==> src/rtl/bram_word_bridge.sv <==
// bram_word_bridge: sequences word-wide load/store requests onto a byte-wide
// block RAM port with a one-cycle registered read latency.
// Optional build macro BRAM_BRIDGE_ALIGN_CHECK_EN: misaligned requests are
// answered with o_rsp_err = 1 and no RAM access; otherwise the low address
// bits are ignored and o_rsp_err is always 0.
module bram_word_bridge #(
  parameter int unsigned ADDR_WIDTH = 12,
  parameter int unsigned WORD_BYTES = 4
) (
  input  logic                    i_clk,
  input  logic                    i_rst_n,
  input  logic                    i_req_valid,
  output logic                    o_req_ready,
  input  logic                    i_req_write,
  input  logic [ADDR_WIDTH-1:0]   i_req_addr,
  input  logic [8*WORD_BYTES-1:0] i_req_wdata,
  input  logic [WORD_BYTES-1:0]   i_req_be,
  output logic                    o_rsp_valid,
  input  logic                    i_rsp_ready,
  output logic [8*WORD_BYTES-1:0] o_rsp_rdata,
  output logic                    o_rsp_err,
  output logic [ADDR_WIDTH-1:0]   o_mem_addr,
  output logic [7:0]              o_mem_wdata,
  output logic                    o_mem_write,
  input  logic [7:0]              i_mem_rdata
);

  localparam int unsigned LB = $clog2(WORD_BYTES);
  localparam int unsigned CW = LB + 1;
  localparam int unsigned DW = 8 * WORD_BYTES;
  localparam int unsigned BW = ADDR_WIDTH - LB;
  localparam logic [CW-1:0] LastCnt = CW'(WORD_BYTES);

  typedef enum logic [1:0] {StIdle, StIssue, StDrain, StResp} state_e;

  state_e          state_q, state_d;
  // Counts edges since accept; byte k is captured when the count reaches k+2.
  logic [CW-1:0]   cnt_q, cnt_d;
  logic            write_q, write_d;
  logic            misal_q, misal_d;
  logic [WORD_BYTES-1:0] be_q, be_d;
  logic [DW-1:0]   wdata_q, wdata_d;
  logic [BW-1:0]   base_q, base_d;
  logic [DW-1:0]   rdata_q, rdata_d;
  logic [ADDR_WIDTH-1:0] mem_addr_q, mem_addr_d;
  logic [7:0]      mem_wdata_q, mem_wdata_d;
  logic            mem_write_q, mem_write_d;
  logic            rsp_valid_q, rsp_valid_d;
  logic            rsp_err_q, rsp_err_d;
  logic [LB-1:0]   lane, cap_lane;
  logic            misalign;

`ifdef BRAM_BRIDGE_ALIGN_CHECK_EN
  assign misalign = |i_req_addr[LB-1:0];
`else
  assign misalign = 1'b0;
  logic unused_low_addr;
  assign unused_low_addr = ^i_req_addr[LB-1:0];
`endif

  assign lane     = cnt_q[LB-1:0];
  assign cap_lane = cnt_q[LB-1:0] - LB'(2);

  // Next-state and registered-output logic for the sequencer.
  always_comb begin
    state_d     = state_q;
    cnt_d       = cnt_q;
    write_d     = write_q;
    misal_d     = misal_q;
    be_d        = be_q;
    wdata_d     = wdata_q;
    base_d      = base_q;
    rdata_d     = rdata_q;
    mem_addr_d  = mem_addr_q;
    mem_wdata_d = mem_wdata_q;
    mem_write_d = mem_write_q;
    rsp_valid_d = rsp_valid_q;
    rsp_err_d   = rsp_err_q;
    unique case (state_q)
      StIdle: begin
        if (i_req_valid) begin
          write_d   = i_req_write;
          be_d      = i_req_be;
          wdata_d   = i_req_wdata;
          base_d    = i_req_addr[ADDR_WIDTH-1:LB];
          rdata_d   = '0;
          rsp_err_d = 1'b0;
          misal_d   = misalign;
          cnt_d     = CW'(1);
          state_d   = StIssue;
          if (!misalign) begin
            mem_addr_d  = {i_req_addr[ADDR_WIDTH-1:LB], {LB{1'b0}}};
            mem_wdata_d = i_req_wdata[7:0];
            mem_write_d = i_req_write & i_req_be[0];
          end
        end
      end
      StIssue: begin
        if (misal_q) begin
          // Misaligned: answer with an error, never touch the RAM.
          misal_d     = 1'b0;
          rsp_valid_d = 1'b1;
          rsp_err_d   = 1'b1;
          state_d     = StResp;
        end else begin
          if (!write_q && cnt_q >= CW'(2)) begin
            rdata_d[{cap_lane, 3'b000} +: 8] = i_mem_rdata;
          end
          cnt_d = cnt_q + CW'(1);
          if (cnt_q == LastCnt) begin
            mem_write_d = 1'b0;
            if (write_q) begin
              rsp_valid_d = 1'b1;
              state_d     = StResp;
            end else begin
              state_d = StDrain;
            end
          end else begin
            mem_addr_d  = {base_q, lane};
            mem_wdata_d = wdata_q[{lane, 3'b000} +: 8];
            mem_write_d = write_q & be_q[lane];
          end
        end
      end
      StDrain: begin
        rdata_d[{cap_lane, 3'b000} +: 8] = i_mem_rdata;
        rsp_valid_d = 1'b1;
        state_d     = StResp;
      end
      StResp: begin
        if (i_rsp_ready) begin
          rsp_valid_d = 1'b0;
          rsp_err_d   = 1'b0;
          cnt_d       = '0;
          state_d     = StIdle;
        end
      end
      default: state_d = StIdle;
    endcase
  end

  // State and output registers; reset aborts any request in flight.
  always_ff @(posedge i_clk or negedge i_rst_n) begin
    if (!i_rst_n) begin
      state_q     <= StIdle;
      cnt_q       <= '0;
      write_q     <= 1'b0;
      misal_q     <= 1'b0;
      be_q        <= '0;
      wdata_q     <= '0;
      base_q      <= '0;
      rdata_q     <= '0;
      mem_addr_q  <= '0;
      mem_wdata_q <= '0;
      mem_write_q <= 1'b0;
      rsp_valid_q <= 1'b0;
      rsp_err_q   <= 1'b0;
    end else begin
      state_q     <= state_d;
      cnt_q       <= cnt_d;
      write_q     <= write_d;
      misal_q     <= misal_d;
      be_q        <= be_d;
      wdata_q     <= wdata_d;
      base_q      <= base_d;
      rdata_q     <= rdata_d;
      mem_addr_q  <= mem_addr_d;
      mem_wdata_q <= mem_wdata_d;
      mem_write_q <= mem_write_d;
      rsp_valid_q <= rsp_valid_d;
      rsp_err_q   <= rsp_err_d;
    end
  end

  assign o_req_ready = (state_q == StIdle);
  assign o_rsp_valid = rsp_valid_q;
  assign o_rsp_rdata = rdata_q;
  assign o_rsp_err   = rsp_err_q;
  assign o_mem_addr  = mem_addr_q;
  assign o_mem_wdata = mem_wdata_q;
  assign o_mem_write = mem_write_q;

endmodule

==> config.mk <==
export PLATFORM = sky130hd
export DESIGN_NAME = bram_word_bridge
export DESIGN_NICKNAME = d
export VERILOG_FILES = /design/src/rtl/bram_word_bridge.sv
export SDC_FILE = /design/constraint.sdc
export NUM_CORES = 1
export LEC_CHECK = 0
export ABC_AREA = 1
export CAP_MARGIN = 10
export CORE_ASPECT_RATIO = 2
export CORE_UTILIZATION = 30
export CTS_BUF_LIST = sky130_fd_sc_hd__clkbuf_16
export DETAILED_ROUTE_END_ITERATION = 7
export HOLD_SLACK_MARGIN = 0.05
export PLACE_DENSITY_LB_ADDON = 0.12
export SYNTH_ARGS = -nofsm -noshare
export SYNTH_HDL_FRONTEND = slang
export SYNTH_SLANG_ARGS = --single-unit
==> constraint.sdc <==
create_clock -name i_clk -period 4.1 [get_ports i_clk]
set_input_delay 0.82 -clock i_clk [delete_from_list [all_inputs] [get_ports i_clk]]
set_output_delay 0.82 -clock i_clk [all_outputs]
set_load 0.05 [all_outputs]
==> results of run 1 <==
## cells by family after synthesis
| family | Yosys count | share of synthesized area, % |
|---|---|---|
| compound gates | 35 | 3.459 |
| fa+ha+maj | 12 | 2.863 |
| buf+inv | 65 | 5.677 |
| flops | 107 | 51.05 |
| mux | 37 | 8.659 |
| simple gates | 357 | 28.29 |
## where the power goes
group          switching (mW)  internal, mW  total, mW
Clock                   0.403         0.410      0.813
Combinational            1.93         0.994       2.92
Sequential              0.242          1.48       1.72
Total                    2.57          2.89       5.46
## stage by stage
stage | instance area [um2] | utilization (%) | power [mW] | cells | hold WS [ps]
global placement | 6546 | 38.09 | 4.638 | 914 | 456.8
detailed placement | 6546 | 38.09 | 4.691 | 914 | 458.5
CTS | 6818 | 39.67 | 5.533 | 930 | 391.4
global route | 6818 | 39.67 | 5.873 | 930 | 409.0
finish | 6818 | 39.67 | 5.459 | 930 | 390.3
floorplan | 5245 | - | 3.886 | 613 | 453.4
## cell usage after synthesis
cell	number	share of area [%]
clkinv_1	1	0.071
buf_4	1	0.14
clkbuf_1	7	0.50
nand2_1	229	16
o21ai_0	28	2.7
buf_1	1	0.071
o21bai_1	1	0.14
nor2_8	1	0.38
mux2_2	27	5.8
or2_0	3	0.36
nor3_1	8	0.76
buf_2	16	1.5
ha_1	12	2.9
nor3_2	1	0.19
nor2_2	1	0.12
nor2_1	43	3.1
a21oi_1	3	0.29
inv_1	31	2.2
and2_1	1	0.12
nand2_2	5	0.60
inv_2	4	0.29
dfrtp_1	107	51
o21ai_2	1	0.17
buf_6	4	0.86
o21ai_1	2	0.19
mux2_4	10	2.9
nand3_2	1	0.19
nand3_1	64	6.1
## cell type report
cell class              instances  share of cell area [%]
well taps                     210                   3.854
repair buffers                120                   17.54
clock buffers                   9                   3.303
flip-flops and latches        107                   39.27
multi-input cells             441                   33.36
clock inverters                 7                  0.6790
inverters                      36                   1.982
## worst max-delay path, stage by stage, from the launching register on
cell and delay, ps:
dfrtp_1 450, inv_1 140, ha_2 810, inv_2 160, nor2_1 150, inv_1 50
nand2_1 600, inv_2 250, nand2_1 120, nand2_1 60
## registers in the layout (all words and copies together), names as in the netlist
register and flops:
o_rsp_rdata 32, wdata_q 32, cnt_q 3, state_q 2, be_q 4, o_mem_addr 12, o_rsp_err 1, o_mem_write 1
o_mem_wdata 8, o_rsp_valid 1, write_q 1, base_q 10
## path summary, 6_finish.rpt
| path | depth (start not counted) | slack, ps | to | from |
|---|---|---|---|---|
| max in group asynchronous | 2 | 2960 | o_rsp_valid | i_rst_n |
| worst max register to register | 9 | 1200 | o_mem_addr[6] | state_q[1] |
| min in group i_clk | 2 | 470 | o_rsp_rdata[7] | o_rsp_rdata[7] |
| worst max-delay path | 9 | 1200 | o_mem_addr[6] | state_q[1] |
| worst min-delay path | 1 | 390 | wdata_q[27] | i_rst_n |
| worst min register to register | 2 | 470 | o_rsp_rdata[7] | o_rsp_rdata[7] |
## metal layers
metal,track usage (%),vias up,part of all wire (%)
met5,0,-,0
met4,7.003,0,2.4
met3,2.972,19,3.4
met2,30.41,98,55
met1,17.66,2053,39
li1,-,2147,-
==> flow_summary.yaml, run 1 <==
clocking:
  cts-buffers-inserted: 9
  cts_tree: "built"
  clock-sinks: 107
  htree_levels: 3
  cts_setup_buffers: 0
  cts_resized: 0
  root_buffer: "clkbuf_16"
  cts_buffer_depth: 2
  hold_buffers: 0
  clkTransAtPathRegs_ps: 70
  clock_latency_ps: 360
global_route:
  grt_max_degree: 81
  grt_pass1_vias: 4326
  grt_usage_pct: 16.45
  antenna_found_initial: 0
  gr-total-overflow: 0
  grt_pass1_wl_um: 22290
cells_and_area:
  antenna_cells: 0
  seq_area_um2: 2678
  layout_common_cells: "nand2_1, clkdlybuf4s50_1, dfrtp_1, nand3_1, nor2_1"
  drive_gt1_share_pct: 10.28
  final_common_cell: "nand2_1"
  multi_input_area_um2: 2275
  fillers: 1745
  fin_nets: 788
  syn2layout_area_growth_pct: 29.99
routing:
  first_iter_violations: 159
  vias: 4317
  via_per_inst: 4.642
  ant_nets: 0
  wirelength_um: 14090
  wire_per_inst_um: 15.15
  drc: 0
  firstDrtPassIters: 6
synthesis:
  postSynthAreaPerCell_um2: 8.556
  synth_cells: 613
  ys_ff_latch: 107
  synth_fp_nets: 686
  synth_area_um2: 5245
  synth_cell_type_count: 28
  ys_seq_area_share_pct: 51.05
  yosys_warnings: 0
worst_setup_path:
  start_kind: "flop"
  critPathKind: "reg -> reg"
  crit_fanout: 45
  arrival_ps: 3140
  endpoint_kind: "flop"
  cp.required_ps: 4350
sta:
  rsz0062_at_grt: "no"
  slew_headroom_pct: 38.75
  max_freq_mhz: 345.3
  tightest_slew_ps: 918.8
  finalSetupViolCount: 0
  skew_ps: 6.036
  fin_crit_sh_pct: 70.64
  finalSetupTns_ps: 0
  layout_min_cycle_time_ps: 2896
  slew_viol_final: 0
  finalHoldViolations: 0
  fin_ws_ps: 1204
floorplan:
  die_area_um2: 18050
  chipHeight_um: 189.0
  core.rowCount: 68
  die_width_um: 95.50
  coreArea_um2: 17190
  initial_utilization_pct: 30.52
  top_level_ports: 117
place:
  io_buffers: 114
  place_ws_ps: 1158
  dp_hpwl_um: 10110
  place_congestion: 0.8652
run_status:
  status: "complete, no violations"
flow_run:
  maxCapViolCount: 0
power_and_ir_drop:
  ir_drop_mv: 0.4739
  pwr_density_cell_nw_per_um2: 800.7
  leakage_nw: 3.278
min_path:
  hold_class: "in -> async"
Note: power is estimated with default switching activity, not from simulation.
==> inputs of run 2 (changes only) <==
clock period = 2.7 ns   (was 4.1 ns; I/O delays follow)
==> run 2 against run 1 <==
Against the previous run:
- critical path depth down 6
- wire length down 2.1%
- design area up 0.81%
- clock skew up 6.4 ps
- critical path type is now reg -> out
- largest power group unchanged
- non-clock buffer count up 4
- die area unchanged
- clock power up 64%
- setup slack worse by 700 ps
- clock-buffer cell count unchanged
- combinational power up 52%
==> flow_summary.yaml, run 2 (synthesized netlist as in run 1, its figures left out) <==
cells_and_area:
  utilization_pct: 39.99
  layout_common_cells: "nand2_1, clkdlybuf4s50_1, dfrtp_1, nand3_1, nor2_1"
  drive_gt1_share_pct: 11.05
  antenna_cells: 0
  syn2layout_area_growth_pct: 31.04
  fin_nets: 792
  fillers: 1738
  seq_area_um2: 2678
  multi_input_area_um2: 2275
  final_common_cell: "nand2_1"
global_route:
  grt_max_degree: 58
  antenna_found_initial: 0
  grt_pass1_wl_um: 22680
  grt_pass1_vias: 4476
  gr-total-overflow: 0
  grt_usage_pct: 16.47
routing:
  vias: 4345
  ant_nets: 0
  wirelength_um: 13790
  firstDrtPassIters: 4
  wire_per_inst_um: 14.76
  drc: 0
  first_iter_violations: 174
  via_per_inst: 4.652
sta:
  slew_headroom_pct: 59.65
  layout_min_cycle_time_ps: 2200
  finalSetupTns_ps: 0
  finalHoldViolations: 0
  slew_viol_final: 0
  fin_crit_sh_pct: 81.49
  skew_ps: 12.45
  rsz0062_at_grt: "no"
  hold_ws_ps: 188.5
  tightest_slew_ps: 605.2
  max_freq_mhz: 454.5
  finalSetupViolCount: 0
clocking:
  cts_buffer_depth: 2
  root_buffer: "clkbuf_16"
  htree_levels: 3
  clock_latency_ps: 350
  clkTransAtPathRegs_ps: 80
  clock-sinks: 107
  hold_buffers: 0
  cts-buffers-inserted: 9
  cts_tree: "built"
  cts_setup_buffers: 0
floorplan:
  coreArea_um2: 17190
  top_level_ports: 117
  die_width_um: 95.50
  initial_utilization_pct: 30.52
  die_area_um2: 18050
  core.rowCount: 68
  chipHeight_um: 189.0
worst_setup_path:
  cp.required_ps: 2160
  r2r_setup_slack_ps: 540
  r2r_start: "state_q[1]"
  reg2regPathDepth: 10
  crit_fanout: 5
  arrival_ps: 1660
  endpoint_kind: "output port"
  critPathKind: "reg -> out"
  start_kind: "flop"
  r2r_end: "o_mem_wdata[4]"
place:
  place_congestion: 0.8961
  io_buffers: 114
  dp_hpwl_um: 10130
power_and_ir_drop:
  ir_drop_mv: 0.5416
  pwr_density_cell_nw_per_um2: 1218
  leakage_nw: 3.315
min_path:
  hold_class: "in -> async"
flow_run:
  maxCapViolCount: 0
run_status:
  status: "complete, no violations"
run 2: worst max path at each step:
stage / startpoint / to / cells after the start
floorplan: state_q[0] / be_q[0] / 6
global placement: i_req_valid / o_rsp_rdata[21] / 8
detailed placement: i_req_valid / o_rsp_rdata[22] / 8
CTS: state_q[0] / o_req_ready / 3
global route: state_q[1] / o_mem_wdata[6] / 10
finish: state_q[0] / o_req_ready / 3
run 2: routing by layer:
metal | share of wire, % | GRT usage [%]
met1 | 39 | 18.35
met2 | 55 | 30.11
met3 | 4.1 | 3.333
met4 | 2.2 | 5.683
met5 | 0 | 0
run 2: repair_timing:
item / 4_1_cts / 5_1_grt
endpoints found under the hold margin: 0 / 0
setup endpoints to repair: 0 / 1
resized for setup: 0 / 1
run 2: power breakdown:
| part | switching, mW | internal (mW) |
|---|---|---|
| clock network | 0.674 | 0.652 |
| logic | 2.90 | 1.53 |
| registers | 0.361 | 2.25 |
run 2: worst max-delay path, stage by stage, from the launching register on:
cell and delay, ps:
dfrtp_1 440, inv_1 150, ha_1 270, dlymetal6s2s_1 450
run 2: per-stage QoR:
stage	instances	instance area (um2)	worst slack (ps)	total power [mW]
2_1_floorplan	613	5245	675.1	5.901
3_3_place_gp	918	6576	488.3	7.085
3_5_place_dp	918	6576	471.1	7.143
4_1_cts	934	6870	77.65	8.512
5_1_grt	934	6873	350.3	9.053
6_report	934	6873	499.6	8.371
run 2: area by class of cell:
class                      instances  share of cell area [%]
clock inverter                     7                   1.001
tap                              210                   3.823
timing repair buffer             124                   17.88
multi-input combinational        441                   33.10
sequential                       107                   38.96
clock buffer                       9                   3.277
inverter                          36                   1.966
